--- src/rtl/unified_mem_arbiter_pkg.sv ---
// Shared types for the unified memory arbiter: FSM states, grant owners,
// default abort limit and the round-robin grant decision.
package unified_mem_arbiter_pkg;

  typedef enum logic [1:0] {
    ST_IDLE = 2'd0,
    ST_BUSY = 2'd1,
    ST_RESP = 2'd2
  } arb_state_e;

  typedef enum logic {
    GNT_FETCH = 1'b0,
    GNT_DATA  = 1'b1
  } grant_e;

  localparam int DEFAULT_MAX_WAIT = 15;

  // On a tie the requester that was not served last wins.
  function automatic grant_e pick_grant(input logic if_req, input logic dm_req,
                                        input grant_e last);
    if (if_req && dm_req) return (last == GNT_FETCH) ? GNT_DATA : GNT_FETCH;
    else if (dm_req)      return GNT_DATA;
    else                  return GNT_FETCH;
  endfunction

endpackage

--- src/rtl/unified_mem_arbiter_wait_counter.sv ---
// Clear/enable wait counter; tc flags the MAX-th counted cycle so the owner
// can abort at the end of that cycle.
module wait_counter
  import unified_mem_arbiter_pkg::*;
#(
  parameter int MAX = DEFAULT_MAX_WAIT,
  localparam int CW = $clog2(MAX + 1)
) (
  input  logic clk,
  input  logic rst,
  input  logic clr,
  input  logic en,
  output logic tc
);

  logic [CW-1:0] cnt_q, cnt_d;

  assign tc = (cnt_q == CW'(MAX - 1));

  always_comb begin
    cnt_d = cnt_q;
    if (clr)           cnt_d = '0;
    else if (en && !tc) cnt_d = cnt_q + CW'(1);
  end

  always_ff @(posedge clk or posedge rst) begin
    if (rst) cnt_q <= '0;
    else     cnt_q <= cnt_d;
  end

endmodule

--- src/rtl/unified_mem_arbiter.sv ---
// Shares one multi-cycle memory port between fetch and data stages via an
// IDLE/BUSY/RESP sequencer, with pipeline stall generation and access abort.
module unified_mem_arbiter
  import unified_mem_arbiter_pkg::*;
#(
  parameter int ADDR_W   = 32,
  parameter int DATA_W   = 32,
  parameter int MAX_WAIT = DEFAULT_MAX_WAIT
) (
  input  logic              clk,
  input  logic              rst,
  input  logic              if_req,
  input  logic [ADDR_W-1:0] if_addr,
  output logic [DATA_W-1:0] if_rdata,
  output logic              if_done,
  input  logic              dm_req,
  input  logic              dm_we,
  input  logic [ADDR_W-1:0] dm_addr,
  input  logic [DATA_W-1:0] dm_wdata,
  output logic [DATA_W-1:0] dm_rdata,
  output logic              dm_done,
  output logic              mem_req,
  output logic              mem_we,
  output logic [ADDR_W-1:0] mem_addr,
  output logic [DATA_W-1:0] mem_wdata,
  input  logic [DATA_W-1:0] mem_rdata,
  input  logic              mem_ack,
  output logic              stall_if,
  output logic              stall_mem,
  output logic              timeout_err
);

  arb_state_e        state_q, state_d;
  grant_e            owner_q, owner_d, last_q, last_d;
  logic [ADDR_W-1:0] addr_q, addr_d;
  logic              we_q, we_d;
  logic [DATA_W-1:0] wdata_q, wdata_d;
  logic [DATA_W-1:0] if_rd_q, if_rd_d, dm_rd_q, dm_rd_d;
  logic              tmo_q, tmo_d;
  logic              cnt_clr, cnt_en, cnt_tc;

  wait_counter #(.MAX(MAX_WAIT)) u_wait (
    .clk (clk),
    .rst (rst),
    .clr (cnt_clr),
    .en  (cnt_en),
    .tc  (cnt_tc)
  );

  always_comb begin
    state_d = state_q;
    owner_d = owner_q;
    last_d  = last_q;
    addr_d  = addr_q;
    we_d    = we_q;
    wdata_d = wdata_q;
    if_rd_d = if_rd_q;
    dm_rd_d = dm_rd_q;
    tmo_d   = tmo_q;
    cnt_clr = 1'b0;
    cnt_en  = 1'b0;
    case (state_q)
      ST_IDLE: begin
        if (if_req || dm_req) begin
          owner_d = pick_grant(if_req, dm_req, last_q);
          addr_d  = (owner_d == GNT_DATA) ? dm_addr : if_addr;
          we_d    = (owner_d == GNT_DATA) && dm_we;
          wdata_d = (owner_d == GNT_DATA) ? dm_wdata : '0;
          cnt_clr = 1'b1;
          state_d = ST_BUSY;
        end
      end
      ST_BUSY: begin
        // A late ack in the terminal cycle still wins over the abort.
        if (mem_ack) begin
          if (owner_q == GNT_DATA) dm_rd_d = mem_rdata;
          else                     if_rd_d = mem_rdata;
          state_d = ST_RESP;
        end else if (cnt_tc) begin
          tmo_d = 1'b1;
          if (owner_q == GNT_DATA) dm_rd_d = '0;
          else                     if_rd_d = '0;
          state_d = ST_RESP;
        end else begin
          cnt_en = 1'b1;
        end
      end
      ST_RESP: begin
        last_d  = owner_q;
        state_d = ST_IDLE;
      end
      default: state_d = ST_IDLE;
    endcase
  end

  always_ff @(posedge clk or posedge rst) begin
    if (rst) begin
      state_q <= ST_IDLE;
      owner_q <= GNT_FETCH;
      last_q  <= GNT_FETCH;
      addr_q  <= '0;
      we_q    <= 1'b0;
      wdata_q <= '0;
      if_rd_q <= '0;
      dm_rd_q <= '0;
      tmo_q   <= 1'b0;
    end else begin
      state_q <= state_d;
      owner_q <= owner_d;
      last_q  <= last_d;
      addr_q  <= addr_d;
      we_q    <= we_d;
      wdata_q <= wdata_d;
      if_rd_q <= if_rd_d;
      dm_rd_q <= dm_rd_d;
      tmo_q   <= tmo_d;
    end
  end

  assign mem_req     = (state_q == ST_BUSY);
  assign mem_we      = mem_req && we_q;
  assign mem_addr    = addr_q;
  assign mem_wdata   = wdata_q;
  assign if_done     = (state_q == ST_RESP) && (owner_q == GNT_FETCH);
  assign dm_done     = (state_q == ST_RESP) && (owner_q == GNT_DATA);
  assign if_rdata    = if_rd_q;
  assign dm_rdata    = dm_rd_q;
  assign stall_if    = if_req && !if_done;
  assign stall_mem   = dm_req && !dm_done;
  assign timeout_err = tmo_q;

endmodule

--- config.mk ---
export PLATFORM = sky130hd
export DESIGN_NAME = unified_mem_arbiter
export DESIGN_NICKNAME = d
export VERILOG_FILES = /design/src/rtl/unified_mem_arbiter_pkg.sv /design/src/rtl/unified_mem_arbiter_wait_counter.sv /design/src/rtl/unified_mem_arbiter.sv
export SDC_FILE = /design/constraint.sdc
export NUM_CORES = 1
export LEC_CHECK = 0
export CORE_MARGIN = 2
export CORE_UTILIZATION = 42
export CTS_BUF_LIST = sky130_fd_sc_hd__clkbuf_8
export CTS_CLUSTER_DIAMETER = 120
export CTS_CLUSTER_SIZE = 14
export DETAILED_ROUTE_END_ITERATION = 10
export GPL_TIMING_DRIVEN = 1
export MAX_ROUTING_LAYER = met4
export PLACE_DENSITY = 0.91
export RECOVER_POWER = 25
export SLEW_MARGIN = 10
export SYNTH_ARGS = -nofsm -noshare
export SYNTH_HDL_FRONTEND = slang
export SYNTH_SLANG_ARGS = --single-unit
--- constraint.sdc ---
create_clock -name clk -period 5.9 [get_ports clk]
set_input_delay 0.59 -clock clk [delete_from_list [all_inputs] [get_ports clk]]
set_output_delay 0.59 -clock clk [all_outputs]
set_load 0.03 [all_outputs]
==> impl_metrics.tcl <==
set metrics [dict create \
    clock_path_buffers 2 \
    crit_start "mem_ack" \
    drtPass1Iterations 6 \
    drtIter0Drc 355 \
    fmax_mhz 256 \
    ff2ff_path_depth 6 \
    fin_tns_setup_ns 0 \
    core_area_sq_um 13100 \
    hold_viol_final 0 \
    place_inst 794 \
    wl_mm 15.3 \
    yosysUniqueCellTypes 35 \
    syn_nets 515 \
    syn2layout_area_growth_pct 56.0 \
    hold_path_class "reg2reg" \
    nets 773 \
    regArea_sq_um 3450 \
    clock_skew_ns 0.0104 \
    endpoint "if_rdata[30]$_DFFE_PP0P_" \
    rows 42 \
    start_util_pct 42.8 \
    clkLatencyLatePin_ns 0.41 \
    postCtsHoldBufs 0 \
    worstMarginPinSlew_ns 2.95 \
    gr-total-overflow 0 \
    dp_hpwl_mm 11.0 \
    cts.htree.levels 4 \
    rsz0062_at_grt "no" \
    power_mw 5.04 \
    clockRootBuffer "clkbuf_8" \
    grt_pass1_wl_mm 24.0 \
    gp_congestion 0.817 \
    routedWlPerCell_um 18.6 \
    die_area_sq_um 14300 \
    ys.warnings.count 0 \
    max-slew-margin-rel_pct -97.6 \
    fin_crit_ns 3.91 \
    drv_slew 174 \
    cap_violations 3 \
    status "finished with violations" \
    grtUsageTotal_pct 21.9 \
    first_global_vias 4637 \
    antenna_found_initial 0 \
    drc_errors 0 \
    arrival_ns 4.19 \
    setup_violations 0 \
    yosys.area.top_type_share_pct 61.5 \
    violations "capacitance limit, slew limit" \
    worstPathRequired_ns 6.18 \
    cts_buffers 17 \
    synth.largest_area_cell "dfrtp_1" \
    r2r_setup_slack_ns 3.20 \
    crit_fanout 69 \
    timing.final.crit_share_pct 66.2 \
    cts_resized 0 \
    synth-seq-cells 138 \
    vias 4431 \
    stdcell_count 824 \
    final_util_pct 66.7 \
    io_pins 269 \
    fill_cells 945 \
    portBuffers 268 \
    cts.reportedPaths.clkPinSlew_ns 0.07 \
    r2r_start "u_wait.cnt_q[0]$_DFFE_PP0P_" \
    synthesis.area_sq_um 5620 \
    endpoint_kind "flop" \
    antennaDiodeCount 0 \
    cts.sinks 138 \
    ys_seq_area_share_pct 61.5 \
    postCtsSetupRepairBufs 0 \
    syn_inst 379 \
    antenna_left 0 \
    worstSetupPathType "in2reg" \
    peakVddDrop_mv 0.294 \
    power_leakage_nw 3.63 \
    die_w_um 120 \
    layout-drive-gt1-share_pct 16.4 \
    multi_input_area_sq_um 1940 \
    grt_max_degree 71 \
    fp.dieH_um 120 \
    tritoncts "done" \
    synth_area_leaders "dfrtp_1 61%, mux2_2 13%, a32o_1 11%" \
    syn_avg_cell_area_sq_um 14.8 \
    r2r-end "if_rdata[30]$_DFFE_PP0P_" \
    cp-start-kind "primary input" \
    power_density_nw_per_um2 575 \
    viasPerCell 5.38 \
]
[cell usage after synthesis]
| cell | instances |
|---|---|
| and2b_1 | 1 |
| nor2b_1 | 1 |
| nand2_1 | 2 |
| a41oi_1 | 1 |
| mux2_2 | 64 |
| nor3b_2 | 1 |
| and3b_1 | 1 |
| nor2_2 | 2 |
| a32o_1 | 64 |
| o21ai_0 | 2 |
| nor3b_1 | 1 |
| nor2_1 | 3 |
| clkbuf_1 | 15 |
| o21a_1 | 1 |
| o21ai_1 | 2 |
| o22ai_1 | 1 |
| and2_1 | 2 |
| o221ai_1 | 1 |
| and3_1 | 1 |
| a21bo_2 | 1 |
| dfrtp_1 | 138 |
| inv_1 | 4 |
| buf_2 | 11 |
| a21o_1 | 2 |
| mux2i_1 | 1 |
| nand3b_1 | 1 |
| o31ai_1 | 1 |
| nand3_1 | 4 |
| a22o_1 | 33 |
| nand2b_1 | 1 |
| or3b_2 | 1 |
| or2_1 | 2 |
| a311oi_1 | 1 |
| ha_1 | 2 |
| buf_6 | 10 |
[registers in the layout, indices dropped and copies added, names as in the netlist]
signal,cells
dm_rdata,32
if_rdata,32
last_q,1
mem_addr,32
mem_wdata,32
owner_q,1
state_q,2
timeout_err,1
u_wait.cnt_q,4
we_q,1
[cells by family after synthesis]
group,after synthesis,synth area share [%]
DFF,138,61.5
AOI/OAI and AO/OA,110,18.2
muxes,65,13.0
buffers and inverters,40,4.25
and+or+nand+nor,24,2.63
adders and majority gates,2,0.445
[report_power, final]
group	internal (mW)	total, mW	switching, mW
sequential	1.37	1.62	0.254
clock	0.437	0.783	0.346
combinational	1.20	2.64	1.44
[worst max-delay path, cell delays in order]
cell	delay, ns
buf_2	0.07
clkbuf_1	2.03
o21ai_0	0.31
clkbuf_1	0.69
a32o_1	0.47
[final cells by class]
| cell class | count | area share [%] |
|---|---|---|
| timing repair buffer | 275 | 31.1 |
| multi-input combinational | 201 | 22.1 |
| inverter | 4 | 0.186 |
| tap | 176 | 2.51 |
| clock buffer | 19 | 2.98 |
| sequential | 138 | 39.4 |
| clock inverter | 11 | 1.68 |
[placed cells by master, fill, tap and decap left out, types with 2 or more instances in the layout]
cell type,n
clkinv_4,2
and2_1,2
dfrtp_1,138
ha_1,2
buf_4,5
nor2_1,3
clkdlybuf4s50_1,266
a22o_1,33
clkbuf_8,19
a32o_1,64
bufinv_16,3
clkbuf_1,2
a21o_1,2
clkinvlp_4,3
nand2_1,2
nand3_1,4
o21ai_0,3
inv_1,4
mux2_2,64
or2_1,2
[layer usage]
metal | up-vias | global-route usage (%) | routed length [um]
met3 | 21 | 4.85 | 977
li1 | 1995 | - | -
met5 | - | - | 0
met2 | 211 | 39.4 | 8290
met1 | 2204 | 24.5 | 5760
met4 | 0 | 6.47 | 255
[worst min-delay path by stage]
stage                            startpoint                      end  slack [ns]  cells past startpoint
finish              timeout_err$_DFFE_PP0P_  timeout_err$_DFFE_PP0P_        0.46                      1
global route        timeout_err$_DFFE_PP0P_  timeout_err$_DFFE_PP0P_        0.49                      1
CTS                 timeout_err$_DFFE_PP0P_  timeout_err$_DFFE_PP0P_        0.47                      1
detailed placement  timeout_err$_DFFE_PP0P_  timeout_err$_DFFE_PP0P_        0.45                      1
global placement    timeout_err$_DFFE_PP0P_  timeout_err$_DFFE_PP0P_        0.45                      1
floorplan                last_q$_DFFE_PP0N_       last_q$_DFFE_PP0N_        0.45                      2
[per-stage QoR]
step | hold WS (ns) | instance area [sq um] | worst slack [ns]
finish | 0.463 | 8760 | 1.99
detailed placement | 0.446 | 8360 | 2.90
global route | 0.488 | 8760 | 1.69
global placement | 0.445 | 8360 | 3.08
floorplan | 0.447 | 5620 | 1.61
CTS | 0.467 | 8770 | 3.30
Note: power is estimated with default switching activity, not from simulation.
